==> src/rtl/deconvolve_seq_if.sv <==
// Request/result bundle for deconvolve_seq: kernel and convolution result in,
// recovered sequence and sticky error flags out.
interface deconvolve_seq_if #(
    parameter int N = 3,
    parameter int M = 5
);
    logic                 start;
    logic [M-1:0][15:0]   arr_h;
    logic [N+M-2:0][31:0] arr_y;
    logic                 busy;
    logic                 done;
    logic [N-1:0][15:0]   arr_x;
    logic [3:0]           err;

    modport master (output start, arr_h, arr_y, input busy, done, arr_x, err);
    modport slave  (input start, arr_h, arr_y, output busy, done, arr_x, err);
endinterface

==> src/rtl/deconvolve_seq.sv <==
// Recovers x from y = h * x by sequential polynomial long division (one MAC, bit-serial divider).
// Define DECONV_TAIL_CHECK_EN to also verify y[N..N+M-2] against h * x after the last quotient.
module deconvolve_seq #(
    parameter int N = 3,
    parameter int M = 5
) (
    input logic             clk,
    input logic             rst_n,
    deconvolve_seq_if.slave bus
);
    localparam int AW = 32 + $clog2(M);
    localparam int RW = 33 + $clog2(M);
    localparam int IW = $clog2(N + M + 1);
    localparam int KW = $clog2(M + 1);
    localparam int YN = N + M - 1;

    typedef enum logic [2:0] {
        S_IDLE, S_CHK0, S_LOAD, S_ACCUM, S_DIV, S_STORE,
`ifdef DECONV_TAIL_CHECK_EN
        S_TAIL,
`endif
        S_FIN
    } state_t;

    state_t               state_q;
    logic [M-1:0][15:0]   h_q;
    logic [YN-1:0][31:0]  y_q;
    logic [N-1:0][15:0]   x_q;
    logic [3:0]           err_q;
    logic                 busy_q;
    logic                 done_q;
    logic [IW-1:0]        n_q;
    logic [KW-1:0]        k_q;
    logic [AW-1:0]        acc_q;
    logic [15:0]          drem_q;
    logic [31:0]          dquo_q;
    logic [4:0]           dcnt_q;

    int                   idx;
    int                   lim;
    logic [15:0]          h_sel;
    logic [15:0]          x_sel;
    logic [31:0]          y_sel;
    logic [AW-1:0]        acc_d;
    logic [AW-1:0]        acc_base;
    logic signed [RW-1:0] resid;
    logic                 go_div;
    logic [15:0]          drem_d;
    logic [31:0]          dquo_d;

    // One restoring-division step: shift the next dividend bit into the remainder.
    function automatic logic [47:0] div_step(input logic [15:0] rem, input logic [31:0] quo,
                                             input logic [15:0] d);
        logic [16:0] trial;
        logic        ge;
        trial    = {rem, quo[31]};
        ge       = (trial >= {1'b0, d});
        div_step = {ge ? 16'(trial - {1'b0, d}) : trial[15:0], quo[30:0], ge};
    endfunction

    always_comb begin
        idx   = int'(n_q) - int'(k_q);
        lim   = (int'(n_q) < M - 1) ? int'(n_q) : M - 1;
        h_sel = '0;
        x_sel = '0;
        y_sel = '0;
        // Out-of-range x indices read as zero so the tail sum needs no bound clipping.
        for (int i = 0; i < M; i++) if (int'(k_q) == i) h_sel = h_q[i];
        for (int i = 0; i < N; i++) if (idx == i) x_sel = x_q[i];
        for (int i = 0; i < YN; i++) if (int'(n_q) == i) y_sel = y_q[i];
        acc_d    = acc_q + AW'(32'(h_sel) * 32'(x_sel));
        go_div   = (state_q == S_LOAD && lim == 0) || (state_q == S_ACCUM && int'(k_q) == lim);
        acc_base = (state_q == S_ACCUM) ? acc_d : '0;
        resid    = $signed(RW'(y_sel)) - $signed(RW'(acc_base));
        {drem_d, dquo_d} = div_step(drem_q, dquo_q, h_q[0]);
    end

    always_ff @(posedge clk or negedge rst_n) begin
        if (!rst_n) begin
            state_q <= S_IDLE;
            h_q     <= '0;
            y_q     <= '0;
            x_q     <= '0;
            err_q   <= '0;
            busy_q  <= 1'b0;
            done_q  <= 1'b0;
            n_q     <= '0;
            k_q     <= '0;
            acc_q   <= '0;
            drem_q  <= '0;
            dquo_q  <= '0;
            dcnt_q  <= '0;
        end else begin
            done_q <= 1'b0;
            case (state_q)
                S_IDLE: if (bus.start) begin
                    h_q     <= bus.arr_h;
                    y_q     <= bus.arr_y;
                    x_q     <= '0;
                    err_q   <= '0;
                    n_q     <= '0;
                    busy_q  <= 1'b1;
                    state_q <= S_CHK0;
                end
                S_CHK0: if (h_q[0] == 16'd0) begin
                    err_q[0] <= 1'b1;
                    busy_q   <= 1'b0;
                    done_q   <= 1'b1;
                    state_q  <= S_FIN;
                end else begin
                    state_q <= S_LOAD;
                end
                S_LOAD, S_ACCUM: begin
                    acc_q <= (state_q == S_LOAD) ? '0 : acc_d;
                    k_q   <= (state_q == S_LOAD) ? KW'(1) : k_q + 1'b1;
                    if (go_div) begin
                        if (resid < 0) begin
                            err_q[3] <= 1'b1;
                            busy_q   <= 1'b0;
                            done_q   <= 1'b1;
                            state_q  <= S_FIN;
                        end else begin
                            drem_q  <= '0;
                            dquo_q  <= resid[31:0];
                            dcnt_q  <= '0;
                            state_q <= S_DIV;
                        end
                    end else begin
                        state_q <= S_ACCUM;
                    end
                end
                S_DIV: begin
                    drem_q <= drem_d;
                    dquo_q <= dquo_d;
                    dcnt_q <= dcnt_q + 1'b1;
                    if (dcnt_q == 5'd31) state_q <= S_STORE;
                end
                S_STORE: begin
                    if (drem_q != 16'd0 || dquo_q[31:16] != 16'd0) begin
                        if (drem_q != 16'd0) err_q[1] <= 1'b1;
                        else                 err_q[2] <= 1'b1;
                        busy_q  <= 1'b0;
                        done_q  <= 1'b1;
                        state_q <= S_FIN;
                    end else begin
                        for (int i = 0; i < N; i++) if (int'(n_q) == i) x_q[i] <= dquo_q[15:0];
                        if (int'(n_q) == N - 1) begin
`ifdef DECONV_TAIL_CHECK_EN
                            if (M > 1) begin
                                n_q     <= n_q + 1'b1;
                                k_q     <= KW'(1);
                                acc_q   <= '0;
                                state_q <= S_TAIL;
                            end else begin
                                busy_q  <= 1'b0;
                                done_q  <= 1'b1;
                                state_q <= S_FIN;
                            end
`else
                            busy_q  <= 1'b0;
                            done_q  <= 1'b1;
                            state_q <= S_FIN;
`endif
                        end else begin
                            n_q     <= n_q + 1'b1;
                            state_q <= S_LOAD;
                        end
                    end
                end
`ifdef DECONV_TAIL_CHECK_EN
                // n_q is the tail index j; k runs j-N+1..M-1, then one compare cycle.
                S_TAIL: begin
                    if (int'(k_q) < M) begin
                        acc_q <= acc_d;
                        k_q   <= k_q + 1'b1;
                    end else if (acc_q != AW'(y_sel)) begin
                        err_q[3] <= 1'b1;
                        busy_q   <= 1'b0;
                        done_q   <= 1'b1;
                        state_q  <= S_FIN;
                    end else if (int'(n_q) == YN - 1) begin
                        busy_q  <= 1'b0;
                        done_q  <= 1'b1;
                        state_q <= S_FIN;
                    end else begin
                        n_q   <= n_q + 1'b1;
                        k_q   <= KW'(int'(n_q) - N + 2);
                        acc_q <= '0;
                    end
                end
`endif
                S_FIN:   state_q <= S_IDLE;
                default: state_q <= S_IDLE;
            endcase
        end
    end

    assign bus.busy  = busy_q;
    assign bus.done  = done_q;
    assign bus.arr_x = x_q;
    assign bus.err   = err_q;
endmodule

==> src/flat_wrapper.sv <==
// flat-port wrapper written by rule: the top's interface ports become plain ports
module deconvolve_seq_flat 
#(
    parameter int N = 3,
    parameter int M = 5
)
  (clk, rst_n, bus_start, bus_arr_h, bus_arr_y, bus_busy, bus_done, bus_arr_x, bus_err);
  deconvolve_seq_if #(.N(N), .M(M)) bus_i ();
  input logic clk;
  input logic rst_n;
  input wire logic [$bits(bus_i.start)-1:0] bus_start;
  input wire logic [$bits(bus_i.arr_h)-1:0] bus_arr_h;
  input wire logic [$bits(bus_i.arr_y)-1:0] bus_arr_y;
  output wire logic [$bits(bus_i.busy)-1:0] bus_busy;
  output wire logic [$bits(bus_i.done)-1:0] bus_done;
  output wire logic [$bits(bus_i.arr_x)-1:0] bus_arr_x;
  output wire logic [$bits(bus_i.err)-1:0] bus_err;
  assign bus_i.start = bus_start;
  assign bus_i.arr_h = bus_arr_h;
  assign bus_i.arr_y = bus_arr_y;
  assign bus_busy = bus_i.busy;
  assign bus_done = bus_i.done;
  assign bus_arr_x = bus_i.arr_x;
  assign bus_err = bus_i.err;
  deconvolve_seq #(.N(N), .M(M)) u_core (.clk(clk), .rst_n(rst_n), .bus(bus_i));
endmodule
==> config.mk <==
export PLATFORM = sky130hd
export DESIGN_NAME = deconvolve_seq_flat
export DESIGN_NICKNAME = d
export VERILOG_FILES = /design/src/rtl/deconvolve_seq_if.sv /design/src/rtl/deconvolve_seq.sv /design/src/flat_wrapper.sv
export SDC_FILE = /design/constraint.sdc
export NUM_CORES = 2
export LEC_CHECK = 0
export BUFFER_PORTS_ARGS = -buffer_cell sky130_fd_sc_hd__buf_2
export CELL_PAD_IN_SITES_DETAIL_PLACEMENT = 1
export CELL_PAD_IN_SITES_GLOBAL_PLACEMENT = 2
export CORE_MARGIN = 2
export CORE_UTILIZATION = 39
export DETAILED_ROUTE_END_ITERATION = 12
export PLACE_DENSITY_LB_ADDON = 0.2
export REMOVE_ABC_BUFFERS = 1
export SLEW_MARGIN = 25
export SYNTH_ARGS = -nofsm -noshare
export SYNTH_HDL_FRONTEND = slang
export SYNTH_SLANG_ARGS = --single-unit
==> constraint.sdc <==
create_clock -name clk -period 31.6 [get_ports clk]
set_input_delay 1.58 -clock clk [delete_from_list [all_inputs] [get_ports clk]]
set_output_delay 1.58 -clock clk [all_outputs]
set_load 0.02 [all_outputs]
==> reports/qor.yml <==
post_drt_via_cell_ratio: 5.23
via_count: 28500
antenna_left: 0
synth_top_family_by_area: "simple AND/OR/NAND/NOR gates"
post_cts_buffers: 0
maxCapViolations: 0
path_class: "flip-flop to flip-flop"
yosysSeqAreaShare: 0.346
grt_pass1_vias: 30300
synth_top_cell_by_area: "dfrtp_1"
drt_iter0_drc: 1573
crit_required_ps: 32110
postCtsHoldBufs: 0
total_power_uw: 1270
crit_top_cell: "fa_1"
ys_types: 79
finalHoldViolCount: 0
worstPathMaxFanout: 25
cts_sinks: 456
grt_overflow: 0
grtUsageTotal: 0.256
worst_pin_slew_ps: 1010
drv_slew: 0
grt_pass1_wl_um: 175000
crit_start: "u_core.n_q[0]$_DFFE_PN0P_"
fp.dieArea_sq_um: 87000
clock_latency_ps: 630
synth_xor_area_frac: 0.0162
cts_tree: "done"
root_buffer: "clkbuf_16"
cts_made_buffers: 55
skew_ps: 47.2
power_leakage_uw: 0.0196
drive_gt1_frac: 0.132
synth_mux_area_frac: 0.0119
finalCritPeriodShare: 0.366
core.rowCount: 106
setup_tns_ps: 0
ys_ff_latch: 456
synth_edf_count: 0
hpwlAfterDp_um: 83400
final_cell_mix: "1305 x nand2_1, 456 x dfrtp_1, 381 x inv_1"
final_common_cell: "nand2_1"
cp.arrival_ps: 12090
initial_utilization: 0.394
io_pins: 361
die_y_um: 295
drcViolationCount: 0
hold_start: "u_core.y_q[190]$_DFFE_PN0P_"
ys.flop_type: "dfrtp_1"
yosys.area_share.simple: 0.228
antennaDiodeCount: 0
antenna_found_initial: 1
syn_to_final_growth_pct: 14.5
gp_congestion: 0.865
holdCritPathClass: "flip-flop to flip-flop"
fin_ws_ps: 20020
fin_util: 0.452
rr_worst_depth: 37
slew_headroom: 0.325
die_w_um: 295
synthAdderAreaFrac: 0.204
setup_violations: 0
rsz0062_at_grt: "false"
portBuffers: 360
async_flop_share: 1.00
cts_resized: 0
end_kind: "flip-flop"
hold_path_depth: 2
synth_area_leaders: "dfrtp_1 35%, nand2_1 15%, fa_1 14%, ha_1 6.5%, inv_1 4.3%"
final_nets: 4982
cts.clk_slew.worst_paths_ps: 60
synth-compound-area-share: 0.126
power_density_nw_per_um2: 33.6
status: "finished, final reports clean"
yosys_warnings: 0
crit_path_start_kind: "flip-flop"
finalCriticalPeriod_ps: 11580
syn_area_sq_um: 33000
dp_slack_ps: 19880
fmax_mhz: 86.4
r2r_start: "u_core.n_q[0]$_DFFE_PN0P_"
first_pass_iters: 5
vdd_drop_max_mv: 0.0348
wl_per_cell_um: 20.2
core_area_sq_um: 83700
cpPeakStageDelay_ps: 750
worst_path_max_delay_cell: "a21oi_1"
synth_top_area_frac: 0.346
htreeDepth: 2
wl_um: 110000
postSynthAreaPerCell_sq_um: 8.24
grt_max_degree: 218
max-clock-path-buffers: 3
syn_inst: 4007
==> where the power goes <==
| group | switching, uW | internal, uW |
|---|---|---|
| clock | 269 | 381 |
| sequential | 0.0644 | 584 |
| combinational | 20.2 | 14.3 |
==> sequential cells by signal (all words and copies together), names as in the netlist <==
name and flops:
u_core.state_q 3, u_core.h_q 80, u_core.bus.err 4, u_core.bus.busy 1, u_core.bus.arr_x 48, u_core.n_q 4, u_core.y_q 224, u_core.dquo_q 32
u_core.dcnt_q 5, u_core.bus.done 1, u_core.k_q 3, u_core.acc_q 35, u_core.drem_q 16
==> layer usage <==
metal	up-vias	part of all wire	GRT usage
met2	581	0.47	0.421
met5	-	0.00012	0
met3	147	0.043	0.0326
li1	13500	-	-
met1	14200	0.46	0.358
met4	2	0.028	0.0689
==> final cells by class <==
class | instances | area (sq um)
clock buffer | 76 | 1590
clock inverter | 17 | 243
fill | 10200 | 45900
inverter | 381 | 1430
multi-input combinational | 2961 | 19400
sequential | 456 | 11400
tap | 1134 | 1420
timing repair buffer | 420 | 2290
==> worst max-delay path: cells and delay by family, from the launching register on <==
| family | cells | cell delay (ps) |
|---|---|---|
| AO/OA/AOI/OAI | 11 | 3130 |
| buffers and inverters | 7 | 1150 |
| AND/OR/NAND/NOR | 8 | 1780 |
| flip-flops | 1 | 490 |
| adder cells (fa/ha/maj) | 10 | 4580 |
| XOR/XNOR | 1 | 250 |
==> synth_stat cells (all sizes together), types with 10 or more instances <==
library cell  number
nor3              35
inv              381
fa               229
nor2             228
o21ai            195
or3               10
a22oi             38
a21oi            154
nor4              22
o2bb2ai           11
xnor2             35
and2              25
clkbuf           189
o211ai            38
nand3             67
mux2i             19
nand2b            27
buf               20
dfrtp            456
and3              13
a31oi             10
o21a              11
a211oi            10
nand2           1307
nand4             37
ha               171
a222oi            16
nor2b             23
mux2              18
a221oi            33
a21o              54
xor2              26
==> worst paths after layout <==
| check | to | slack (ps) |
|---|---|---|
| max in group asynchronous | u_core.bus.arr_x[21]$_DFFE_PN0P_ | 27600 |
| min in group asynchronous | u_core.y_q[5]$_DFFE_PN0P_ | 980 |
| setup / recovery | u_core.drem_q[9]$_DFFE_PN0P_ | 20020 |
| hold / removal | u_core.y_q[190]$_DFFE_PN0P_ | 470 |
| hold reg to reg | u_core.y_q[190]$_DFFE_PN0P_ | 470 |
| setup reg to reg | u_core.drem_q[9]$_DFFE_PN0P_ | 20020 |
==> stage by stage <==
stage	std cells	hold slack [ps]	instance area, sq um
finish	5445	468	37800
global placement	5350	452	35900
detailed placement	5351	457	35900
global route	5445	489	37800
CTS	5444	472	37800
floorplan	3798	440	32200
==> kinds of logic after synthesis <==
kind of cell,Yosys count
xor gates and xnor gates,61
adders and majority gates,400
muxes,37
and+or+nand+nor,1824
buffers and inverters,590
DFF,456
AOI/OAI and AO/OA,639
No activity file was read; power rests on OpenSTA's default activity.
